--- config.mk ---
export PLATFORM = sky130hd
export DESIGN_NAME = alu_cmd_driver
export DESIGN_NICKNAME = d
export VERILOG_FILES = /design/src/rtl/alu_cmd_driver.sv
export SDC_FILE = /design/constraint.sdc
export NUM_CORES = 1
export LEC_CHECK = 0
export ABC_AREA = 0
export BUFFER_PORTS_ARGS = -buffer_cell sky130_fd_sc_hd__buf_2
export CORE_ASPECT_RATIO = 1.1
export CORE_MARGIN = 2
export CORE_UTILIZATION = 60
export DETAILED_ROUTE_END_ITERATION = 7
export PLACE_DENSITY_LB_ADDON = 0.2
export SETUP_SLACK_MARGIN = 0.15
export SLEW_MARGIN = 15
export SYNTH_ARGS = -nofsm -noshare
export SYNTH_HDL_FRONTEND = slang
export SYNTH_SLANG_ARGS = --single-unit
--- constraint.sdc ---
create_clock -name clk -period 4.2 [get_ports clk]
set_input_delay 0.42 -clock clk [delete_from_list [all_inputs] [get_ports clk]]
set_output_delay 0.42 -clock clk [all_outputs]
set_load 0.02 [all_outputs]
--- src/rtl/alu_cmd_driver.sv ---
// Command-side initiator for the 8-bit multi-cycle ALU: FIFO-buffered commands,
// start/done handshake with timeout, in-order responses.
module alu_cmd_driver #(
  parameter int FIFO_DEPTH = 4,
  parameter int TIMEOUT    = 8
) (
  input  logic        clk,
  input  logic        reset_n,
  input  logic        cmd_valid,
  output logic        cmd_ready,
  input  logic [2:0]  cmd_op,
  input  logic [7:0]  cmd_a,
  input  logic [7:0]  cmd_b,
  output logic        alu_start,
  output logic [7:0]  alu_a,
  output logic [7:0]  alu_b,
  output logic [2:0]  alu_op,
  input  logic [15:0] alu_result,
  input  logic        alu_done,
  output logic        rsp_valid,
  input  logic        rsp_ready,
  output logic [15:0] rsp_result,
  output logic [2:0]  rsp_op,
  output logic        rsp_timeout,
  output logic        busy
);

  localparam int AW = $clog2(FIFO_DEPTH);
  localparam int CW = AW + 1;
  localparam int TW = $clog2(TIMEOUT);
  localparam logic [CW-1:0] FULL_CNT = CW'(FIFO_DEPTH);
  localparam logic [TW-1:0] TMO_LAST = TW'(TIMEOUT - 1);

  // state   | meaning
  // D_IDLE  | pop the next command when the FIFO holds one
  // D_ISSUE | one-cycle alu_start, timer cleared
  // D_WAIT  | waiting for alu_done or timer expiry
  // D_RESP  | response held until rsp_ready
  typedef enum logic [1:0] {
    D_IDLE  = 2'd0,
    D_ISSUE = 2'd1,
    D_WAIT  = 2'd2,
    D_RESP  = 2'd3
  } state_t;

  state_t          state_q, state_d;
  logic [CW-1:0]   count_q, count_d;
  logic [AW-1:0]   wr_ptr_q, rd_ptr_q;
  logic [18:0]     fifo_mem_q [FIFO_DEPTH];
  logic [2:0]      op_q;
  logic [7:0]      a_q, b_q;
  logic [15:0]     result_q, result_d;
  logic            tmo_q, tmo_d;
  logic [TW-1:0]   timer_q, timer_d;
  logic            push, pop;
  logic [18:0]     head;

  assign cmd_ready = (count_q != FULL_CNT);
  assign push      = cmd_valid && cmd_ready;
  assign head      = fifo_mem_q[rd_ptr_q];

  always_comb begin
    state_d  = state_q;
    timer_d  = timer_q;
    result_d = result_q;
    tmo_d    = tmo_q;
    pop      = 1'b0;
    case (state_q)
      D_IDLE: begin
        if (count_q != '0) begin
          pop = 1'b1;
          if (head[18:16] == 3'b000) begin
            state_d  = D_RESP;
            result_d = 16'h0000;
            tmo_d    = 1'b0;
          end else begin
            state_d = D_ISSUE;
          end
        end
      end
      D_ISSUE: begin
        timer_d = '0;
        state_d = D_WAIT;
      end
      D_WAIT: begin
        if (alu_done) begin
          result_d = alu_result;
          tmo_d    = 1'b0;
          state_d  = D_RESP;
        end else if (timer_q == TMO_LAST) begin
          result_d = 16'h0000;
          tmo_d    = 1'b1;
          state_d  = D_RESP;
        end else begin
          timer_d = timer_q + TW'(1);
        end
      end
      D_RESP: begin
        if (rsp_ready) state_d = D_IDLE;
      end
      default: state_d = D_IDLE;
    endcase
  end

  always_comb begin
    count_d = count_q;
    case ({push, pop})
      2'b10:   count_d = count_q + CW'(1);
      2'b01:   count_d = count_q - CW'(1);
      default: count_d = count_q;
    endcase
  end

  // Storage carries no reset; occupancy and pointers define what is valid.
  always_ff @(posedge clk) begin
    if (push) fifo_mem_q[wr_ptr_q] <= {cmd_op, cmd_a, cmd_b};
  end

  always_ff @(posedge clk or negedge reset_n) begin
    if (!reset_n) begin
      state_q  <= D_IDLE;
      count_q  <= '0;
      wr_ptr_q <= '0;
      rd_ptr_q <= '0;
      op_q     <= 3'b000;
      a_q      <= 8'h00;
      b_q      <= 8'h00;
      result_q <= 16'h0000;
      tmo_q    <= 1'b0;
      timer_q  <= '0;
    end else begin
      state_q  <= state_d;
      count_q  <= count_d;
      result_q <= result_d;
      tmo_q    <= tmo_d;
      timer_q  <= timer_d;
      if (push) wr_ptr_q <= wr_ptr_q + AW'(1);
      if (pop) begin
        rd_ptr_q <= rd_ptr_q + AW'(1);
        op_q     <= head[18:16];
        a_q      <= head[15:8];
        b_q      <= head[7:0];
      end
    end
  end

  assign alu_start   = (state_q == D_ISSUE);
  assign alu_a       = a_q;
  assign alu_b       = b_q;
  assign alu_op      = op_q;
  assign rsp_valid   = (state_q == D_RESP);
  assign rsp_result  = result_q;
  assign rsp_op      = op_q;
  assign rsp_timeout = tmo_q;
  assign busy        = (count_q != '0) || (state_q != D_IDLE);

endmodule

# Yosys cells after proc, flatten, opt, wreduce, memory -nomap -nowiden
# Memories as Yosys holds them, arrays and structs flattened.
# Cells that the tools add are included.
# W data, S select, Z words.
[totals] reg_bits=48 mem_bits_rw=76 in_bits=40 out_inout_bits=43 wordCells=65 mem_count=1
[mem_list] memory="fifo_mem_q" words=4 word_bits=19 read_ports=1 rd_ports_with_merged_regs=0 wr=1 line_no="49" source="logic [18:0] fifo_mem_q [FIFO_DEPTH];"
[classes] n_addsub=5 eq_ne=13 n_mux=24 reduce_logical=12
[op_table] op="$mux W16" n=4
[op_table] op="$pmux W16 S2" n=1
[op_table] op="$pmux W3 S2" n=2
[op_table] op="$mux W2" n=5
[op_table] op="$mux W1" n=8
[op_table] op="$ne A2 B2 Y1 const B" n=4
[op_table] op="$pmux W2 S4" n=1
[op_table] op="$reduce_bool A2 Y1" n=4
[op_table] op="$add A3 B1 Y3 const B" n=2
[op_table] op="$eq A2 B2 Y1 const B" n=3
[op_table] op="$mux W3" n=2
[op_table] op="$ne A3 B3 Y1 const B" n=2
[op_table] op="$reduce_and A3 Y1" n=2
[op_table] op="$add A2 B1 Y2 const B" n=2
[op_table] op="$eq A2 B1 Y1 const B" n=2
[op_table] op="$reduce_and A4 Y1" n=1
[op_table] op="$eq A3 B3 Y1 const B" n=1
[op_table] op="$logic_not A3 Y1" n=1
[op_table] op="$reduce_bool A3 Y1" n=1
[op_table] op="$sub A3 B1 Y3 const B" n=1
[op_table] op="$logic_not A2 Y1" n=1
[op_table] op="$ne A2 B1 Y1 const B" n=1
[op_table] op="$pmux W1 S2" n=1
[op_table] op="$logic_and A1 B1 Y1" n=1
[op_table] op="$logic_or A1 B1 Y1" n=1

# Logic depth before layout (Yosys ltp)
# Gate-level depths: netlist of run 1.
[depth] word_depth=5 mapped_depth=9 depth_no_buf=9

# Worst setup path before layout of run 1
# No wires, ideal clock.
[synth_path] path_type="register -> register" start="register state_q[0]" end="register count_q[1]" setup_time_ns=0.125 t_arrival_ns=2.220 required_ns=4.075 setup_slack_ns=1.855 path_stages_with_launch=8 cell_sequence="dfrtp_1 > inv_1 > ha_1 > nor2b_1 > clkbuf_1 > ha_1 > fa_1 > mux2_2"
[synth_between] elab_chain_cells=4 word_cells_on_any_way=6
[synth_rtl] item="from (decl)" line_no="46" source="state_t state_q, state_d;"
[synth_rtl] item="from (signal assigned)" line_no="132" source="state_q <= state_d;"
[synth_rtl] item="$logic_not A2 Y1 *" line_no="68" source="case (state_q)"
[synth_rtl] item="$mux W1 *" line_no="68"
[synth_rtl] item="named net pop" line_no="55" source="logic push, pop;"
[synth_rtl] item="$eq A2 B1 Y1 / $eq A2 B2 Y1 (equally long branches)" line_no="107" source="case ({push, pop})"
[synth_rtl] item="$pmux W3 S2 *" line_no="107"
[synth_rtl] item="named net count_d[1]" line_no="47" source="logic [CW-1:0] count_q, count_d;"
[synth_rtl] item="to (signal assigned)" line_no="133" source="count_q <= count_d;"
[synth_rtl] item="to (decl)" line_no="47"
# The timed path passes the listed nets; every way through them passes the cells marked *.
# A chain may end at the register's enable or synchronous reset.

# Worst setup path in the final report of run 1
[layout_path] start="register timer_q[0]" end="register result_q[14] (netlist: rsp_result[14])"
[layout_between] elab_chain_cells=3
[layout_rtl] item="from (decl)" line_no="54" source="logic [TW-1:0] timer_q, timer_d;"
[layout_rtl] item="from (signal assigned)" line_no="136" source="timer_q <= timer_d;"
[layout_rtl] item="$eq A3 B3 Y1" line_no="90" source="end else if (timer_q == TMO_LAST) begin"
[layout_rtl] item="$ne A3 B3 Y1 (no line)"
[layout_rtl] item="$reduce_and A4 Y1 (no line)"
[layout_rtl] item="to (signal assigned)" line_no="134" source="result_q <= result_d;"
[layout_rtl] item="to (decl)" line_no="52" source="logic [15:0] result_q, result_d;"
# Every way passes these cells.

==> results_dict.tcl, run 1 <==
set metrics [dict create \
    clock.fmax_ghz 0.372 \
    min_path_type "input pin to flip-flop" \
    cp.required_ps 4530 \
    synth-async-reset-ratio 0.387 \
    yosys.cell_types.count 36 \
    r2r_end "rsp_result[14]$_DFFE_PN0P_" \
    cts_resized 0 \
    r2r_start "timer_q[0]$_DFFE_PN0P_" \
    synth_edf_count 76 \
    core.rowCount 34 \
    cp-endpoint "rsp_result[14]$_DFFE_PN0P_" \
    crit_start "timer_q[0]$_DFFE_PN0P_" \
    fp.dieH_um 99.7 \
    port_buffers 82 \
    finalSetupTns_ps 0 \
    n_antenna_cell 0 \
    drt_iter0_drc 176 \
    clkPwrFrac 0.320 \
    cts_max_level 4 \
    synth_seq_cells 124 \
    criticalPathCategory "flip-flop to flip-flop" \
    routed_wl_mm 9.22 \
    clkSlewWorstSetupHoldPaths_ps 60 \
    fin_skew_ps 15.4 \
    synth_area_um2 5000 \
    root_buffer "clkbuf_8" \
    cts_tree "yes" \
    report.final.slew_viol_count 0 \
    die_x_um 91.0 \
    worstRegToRegCells 6 \
    worstPathMaxFanout 18 \
    dieArea_um2 9070 \
    wire_per_inst_um 18.3 \
    p_switching_mw 1.53 \
    via_count 2813 \
    cp-end-kind "flip-flop" \
    grtUsageTotal 0.221 \
    numCtsBuffers 17 \
    max_cap_violations 0 \
    synth_nets 347 \
    p_sw_frac 0.311 \
    internal_power_mw 3.38 \
    post_cts_buffers 0 \
    area_growth_pct 22.4 \
    grt_pass1_vias 2846 \
    cts_buffer_depth 2 \
    seqPwrFrac 0.379 \
    rsz0062_at_grt "no" \
    p_comb_frac 0.301 \
    place_inst 470 \
    drc 0 \
    grt_max_degree 49 \
    p_leak_nw 2.51 \
    cts.sinks 124 \
    synthFlopType "edfxtp_1" \
    grt_overflow 0 \
    ys_seq_area_frac 0.697 \
    insertion_delay_ps 500 \
    ys_warn_count 0 \
    vias_per_cell 5.59 \
    start_kind "flip-flop" \
    grt_first_pass_wirelength_mm 14.8 \
    ir_drop_mv 0.496 \
    final.min_clock_period_ps 2690 \
    ioPinCount 83 \
    dp_hpwl_mm 5.56 \
    fin_nets 435 \
    hold_path_depth 1 \
    synth_area_per_cell_um2 17.0 \
    cp.arrival_ps 3020 \
    reg2reg_slack_ps 1510 \
    tightest_slew_ps 1010 \
    initial_core_util 0.625 \
    num-fill-cells 486 \
    powerDensity_nw_per_um2 803 \
    finalHoldViolations 0 \
    ant_nets 0 \
    utilization 0.764 \
    antenna_found_initial 0 \
    core_um2 8000 \
    status "complete, no violations" \
    max_slew_margin 0.328 \
    drtPass1Iterations 5 \
    finalNonFillerCells 503 \
    drive_above_1_share 0.375 \
    postSynthCellCount 294 \
    finalSetupViolCount 0 \
    final.period_utilization 0.641 \
    place_congestion 0.856 \
]
[power groups by stage]
stage	sequential (mW)	clock, mW	combinational (mW)
floorplan	1.95	0	0.997
global placement	1.86	0	1.43
detailed placement	1.88	0	1.47
CTS	1.87	1.59	1.49
global route	1.91	1.65	1.60
finish	1.86	1.57	1.48
[kinds of logic after synthesis]
family,count (synthesis),synth area share
fa+ha+maj,13,0.0341
mux,41,0.142
xor+xnor,6,0.0105
flops,124,0.697
simple gates,56,0.0488
compound gates,30,0.0401
buf+inv,24,0.0275
[metrics by stage]
stage	power, mW	hold WS (ps)	setup slack [ps]	cell area, µm²
2_1_floorplan	2.95	124	1850	5000
3_3_place_gp	3.29	488	1670	5450
3_5_place_dp	3.35	490	1570	5450
4_1_cts	4.95	107	1550	6100
5_1_grt	5.15	103	1350	6110
6_report	4.91	126	1510	6110
[registers in the layout, indices dropped and copies added, names as in the netlist]
name and count:
rsp_result 16, fifo_mem_q 76, rsp_timeout 1, alu_op 3, count_q 3, state_q 2
alu_b 8, wr_ptr_q 2, alu_a 8, timer_q 3, rd_ptr_q 2
[cells in the mapped netlist, types with 2 or more instances]
cell type / number / area (µm²)
inv_1: 8 / 30.0
nor2_1: 5 / 18.8
o22ai_1: 16 / 100
buf_4: 3 / 22.5
nor2b_1: 2 / 12.5
mux4_2: 10 / 225
and3_1: 4 / 25.0
buf_2: 4 / 20.0
xor2_1: 2 / 17.5
dfrtp_1: 48 / 1200
ha_1: 12 / 150
mux2_2: 21 / 236
mux4_1: 9 / 236
o21ai_0: 5 / 25.0
nand2_1: 38 / 143
xnor2_1: 4 / 35.0
edfxtp_1: 76 / 2280
clkbuf_1: 5 / 18.8
and2_1: 3 / 18.8
buf_6: 2 / 22.5
a22o_1: 2 / 17.5
[layout by cell type, fill, tap and decap left out, drive strengths merged, types with 2 or more instances in the layout]
master | Yosys | final
xnor2 | 4 | 4
mux4 | 19 | 19
o21ai | 5 | 5
buf | 11 | 84
nor2 | 5 | 5
clkinvlp | 0 | 3
edfxtp | 76 | 76
nor3 | 2 | 2
clkinv | 0 | 2
clkbuf | 5 | 22
bufinv | 0 | 5
nand2 | 38 | 38
and2 | 3 | 3
mux2 | 21 | 21
inv | 8 | 8
dfrtp | 48 | 48
xor2 | 2 | 2
nor2b | 2 | 2
ha | 12 | 12
a22o | 2 | 2
o22ai | 16 | 16
and3 | 4 | 4
[final cells by class]
class,instances,area [µm²],share of cell area
inverters,8,30.0,0.00491
well taps,108,135,0.0221
clock buffers,22,463,0.0757
repair buffers,85,438,0.0716
flip-flops and latches,124,3480,0.570
multi-input cells,146,1380,0.225
clock inverters,10,186,0.0305
[worst min-delay path by stage]
stage                                        endpoint                  from  slack, ps
final                     fifo_mem_q[2][14]$_DFFE_PP_              cmd_a[6]        130
after global routing      fifo_mem_q[2][15]$_DFFE_PP_              cmd_a[7]        100
after CTS                 fifo_mem_q[2][14]$_DFFE_PP_              cmd_a[6]        110
after detailed placement         alu_a[0]$_DFFE_PN0P_  alu_a[0]$_DFFE_PN0P_        490
after global placement           alu_a[0]$_DFFE_PN0P_  alu_a[0]$_DFFE_PN0P_        490
after floorplan                  alu_a[0]$_DFFE_PN0P_               reset_n        120
[timing repair]
item | CTS | global route
endpoints found under the hold margin | 0 | 48
setup endpoints to repair | 0 | 0
hold buffers | 0 | 1
[per-layer routing]
metal | wire [µm] | vias to the layer above | global-route usage
li1 | - | 1290 | -
met1 | 3690 | 1414 | 0.266
met2 | 4890 | 105 | 0.374
met3 | 582 | 4 | 0.0735
met4 | 53 | 0 | 0.0804
met5 | 0 | - | 0
[critical path, stage by stage, from the launching register on]
cell and delay [ps]:
dfrtp_1 400, ha_1 210, ha_1 200, nor2_1 310, or3_1 540, a21boi_2 700, o22ai_1 150
(Power assumes the default switching activity.)
==> run 2, diff against run 1 <==
--- a/config.mk
+++ b/config.mk
@@ -5,11 +5,11 @@
 export SDC_FILE = /design/constraint.sdc
 export NUM_CORES = 1
 export LEC_CHECK = 0
-export ABC_AREA = 0
+export ABC_AREA = 1
 export BUFFER_PORTS_ARGS = -buffer_cell sky130_fd_sc_hd__buf_2
 export CORE_ASPECT_RATIO = 1.1
 export CORE_MARGIN = 2
-export CORE_UTILIZATION = 60
+export CORE_UTILIZATION = 56
 export DETAILED_ROUTE_END_ITERATION = 7
 export PLACE_DENSITY_LB_ADDON = 0.2
 export SETUP_SLACK_MARGIN = 0.15
==> constraint.sdc (replaced) <==
create_clock -name clk -period 2.61 [get_ports clk]
set_input_delay 0.261 -clock clk [delete_from_list [all_inputs] [get_ports clk]]
set_output_delay 0.261 -clock clk [all_outputs]
set_load 0.02 [all_outputs]
==> run 2 against run 1 <==
Sequential power increased by 61%; clock power increased by 50%; register-to-register slack got worse by 1000 ps; critical path depth increased by 2; largest cell class unchanged.
==> results_dict.tcl, run 2 <==
set metrics [dict create \
    grt_overflow 0 \
    max_cap_violations 0 \
    via_count 3652 \
    largest_register "fifo_mem_q" \
    routed_wl_mm 10.8 \
    insertion_delay_ps 520 \
    r2r_end "count_q[2]$_DFFE_PN0P_" \
    r2r_start "count_q[0]$_DFFE_PN0P_" \
    core.rowCount 36 \
    criticalPathCategory "flip-flop to flip-flop" \
    cts_tree "yes" \
    root_buffer "clkbuf_8" \
    cp.arrival_ps 2530 \
    grtUsageTotal 0.231 \
    p_leak_nw 2.89 \
    synth-async-reset-ratio 0.387 \
    cp.required_ps 3000 \
    cp-end-kind "flip-flop" \
    ys_warn_count 0 \
    yosysTopAreaCell "edfxtp_1" \
    powerDensity_nw_per_um2 1290 \
    synth_area_per_cell_um2 11.0 \
    cts.sinks 124 \
    cts_max_level 4 \
    ioPinCount 83 \
    finalSetupViolCount 0 \
    wire_per_inst_um 15.3 \
    drive_above_1_share 0.231 \
    dp_hpwl_mm 6.39 \
    n_antenna_cell 0 \
    status "complete, no violations" \
    rsz0062_at_grt "no" \
    finalSetupTns_ps 0 \
    grt_max_degree 49 \
    dieArea_um2 9950 \
    most-common-layout-cells "nor2_1 (105), buf_2 (82), edfxtp_1 (76)" \
    core_um2 8870 \
    clock.fmax_ghz 0.466 \
    report.final.slew_viol_count 0 \
    layout_commonest_cell "nor2_1" \
    max_slew_margin 0.625 \
    numCtsBuffers 17 \
    synthTopCellsByArea "edfxtp_1 (44%), dfrtp_1 (23%), nor2_1 (8.0%)" \
    initial_core_util 0.578 \
    fp.dieH_um 104 \
    drc 0 \
    synth_edf_count 76 \
    fin_nets 630 \
    synthFlopType "edfxtp_1" \
    synth_area_um2 5130 \
    postSynthCellCount 466 \
    die_x_um 95.3 \
    largest_reg_flops 76 \
    hold_path_depth 5 \
    yosys.cell_types.count 25 \
    antenna_found_initial 0 \
    place_inst 652 \
    worstPathMaxFanout 8 \
    utilization 0.729 \
    vias_per_cell 5.19 \
    clkSlewWorstSetupHoldPaths_ps 60 \
    drt_iter0_drc 189 \
    final.period_utilization 0.821 \
    finalNonFillerCells 704 \
    hp-start "alu_result[12]" \
    reg2reg_slack_ps 470 \
    drtPass1Iterations 4 \
    synth_top_area_frac 0.445 \
    port_buffers 82 \
    start_kind "flip-flop" \
    ir_drop_mv 0.662 \
    synth_nets 519 \
    synth_seq_cells 124 \
    ant_nets 0 \
    grt_first_pass_wirelength_mm 17.1 \
    tightest_slew_ps 561 \
    synth_common_cells "nor2_1 (109), edfxtp_1 (76), nand2_1 (66)" \
    min_path_type "input pin to flip-flop" \
    fin_skew_ps 8.26 \
    finalHoldViolations 0 \
    hold_end "rsp_result[12]$_DFFE_PN0P_" \
    cts_buffer_depth 2 \
    grt_pass1_vias 3675 \
    area_growth_pct 26.0 \
    synth.most_common_cell "nor2_1" \
    worstRegToRegCells 8 \
    place_congestion 0.810 \
    final.min_clock_period_ps 2140 \
    ys_seq_area_frac 0.679 \
]
-- run 2: cell types whose count changed after synthesis, sizes merged, moves of 19 or more --
cell,before,now
nand2,38,68
nand3,1,29
inv,8,36
nor2,5,109
mux4,19,0
mux2,21,0
o21ai,5,38
-- run 2: area by class of cell --
| type | instances | area [µm²] |
|---|---|---|
| Clock buffer | 20 | 425 |
| Clock inverter | 12 | 171 |
| Fill cell | 615 | 2410 |
| Inverter | 36 | 135 |
| Multi-Input combinational cell | 285 | 1400 |
| Sequential cell | 124 | 3480 |
| Tap cell | 114 | 143 |
| Timing Repair Buffer | 113 | 706 |
-- run 2: logic make-up after synthesis --
kind of cell,synth area share
AO/OA/AOI/OAI,0.0678
flip-flops,0.679
adder cells (fa/ha/maj),0.0332
buffers and inverters,0.0495
XOR/XNOR,0.00683
AND/OR/NAND/NOR,0.164
-- run 2: stage by stage --
stage	area (µm²)	setup slack [ps]	power, mW	hold slack [ps]
after floorplan	5130	340	5.12	-34.6
after global placement	5670	595	5.86	274
after detailed placement	5670	506	5.99	271
after CTS	6470	470	8.41	54.6
after global routing	6470	315	8.88	58.4
final	6470	466	8.36	63.6
-- run 2: worst max-delay path: stages (launching register included) --
cell and delay (ps):
dfrtp_1 430, inv_2 90, nand3_1 120, nand2_1 250, ha_1 350, fa_1 400
a21oi_1 130, o21ai_0 110, xor2_1 150
-- run 2: per-layer routing --
metal / routed length [µm] / GRT usage
met5: 0 / 0
met4: 122 / 0.0807
met3: 686 / 0.0638
met2: 5700 / 0.402
met1: 4260 / 0.268
-- run 2: where the power goes --
part,switching (mW),total (mW),internal (mW)
Sequential,0.295,3.00,2.70
Combinational,2.05,3.00,0.952
Clock,0.815,2.36,1.54
Total,3.16,8.36,5.20
-- run 2: repair_timing --
item                      4_1_cts  5_1_grt
hold endpoints to repair      124        0
gates resized for setup         0        0
setup buffers                   0        0
hold buffers                   20        0
-- run 2: worst max-delay path by stage --
stage | startpoint | end | slack, ps | cells after the start
floorplan | state_q[0]$_DFFE_PN0P_ | count_q[1]$_DFFE_PN0P_ | 340 | 9
global placement | state_q[0]$_DFFE_PN0P_ | count_q[2]$_DFFE_PN0P_ | 600 | 9
detailed placement | state_q[0]$_DFFE_PN0P_ | count_q[2]$_DFFE_PN0P_ | 510 | 9
CTS | state_q[0]$_DFFE_PN0P_ | count_q[2]$_DFFE_PN0P_ | 470 | 9
global route | state_q[0]$_DFFE_PN0P_ | count_q[2]$_DFFE_PN0P_ | 320 | 9
finish | count_q[0]$_DFFE_PN0P_ | count_q[2]$_DFFE_PN0P_ | 470 | 8
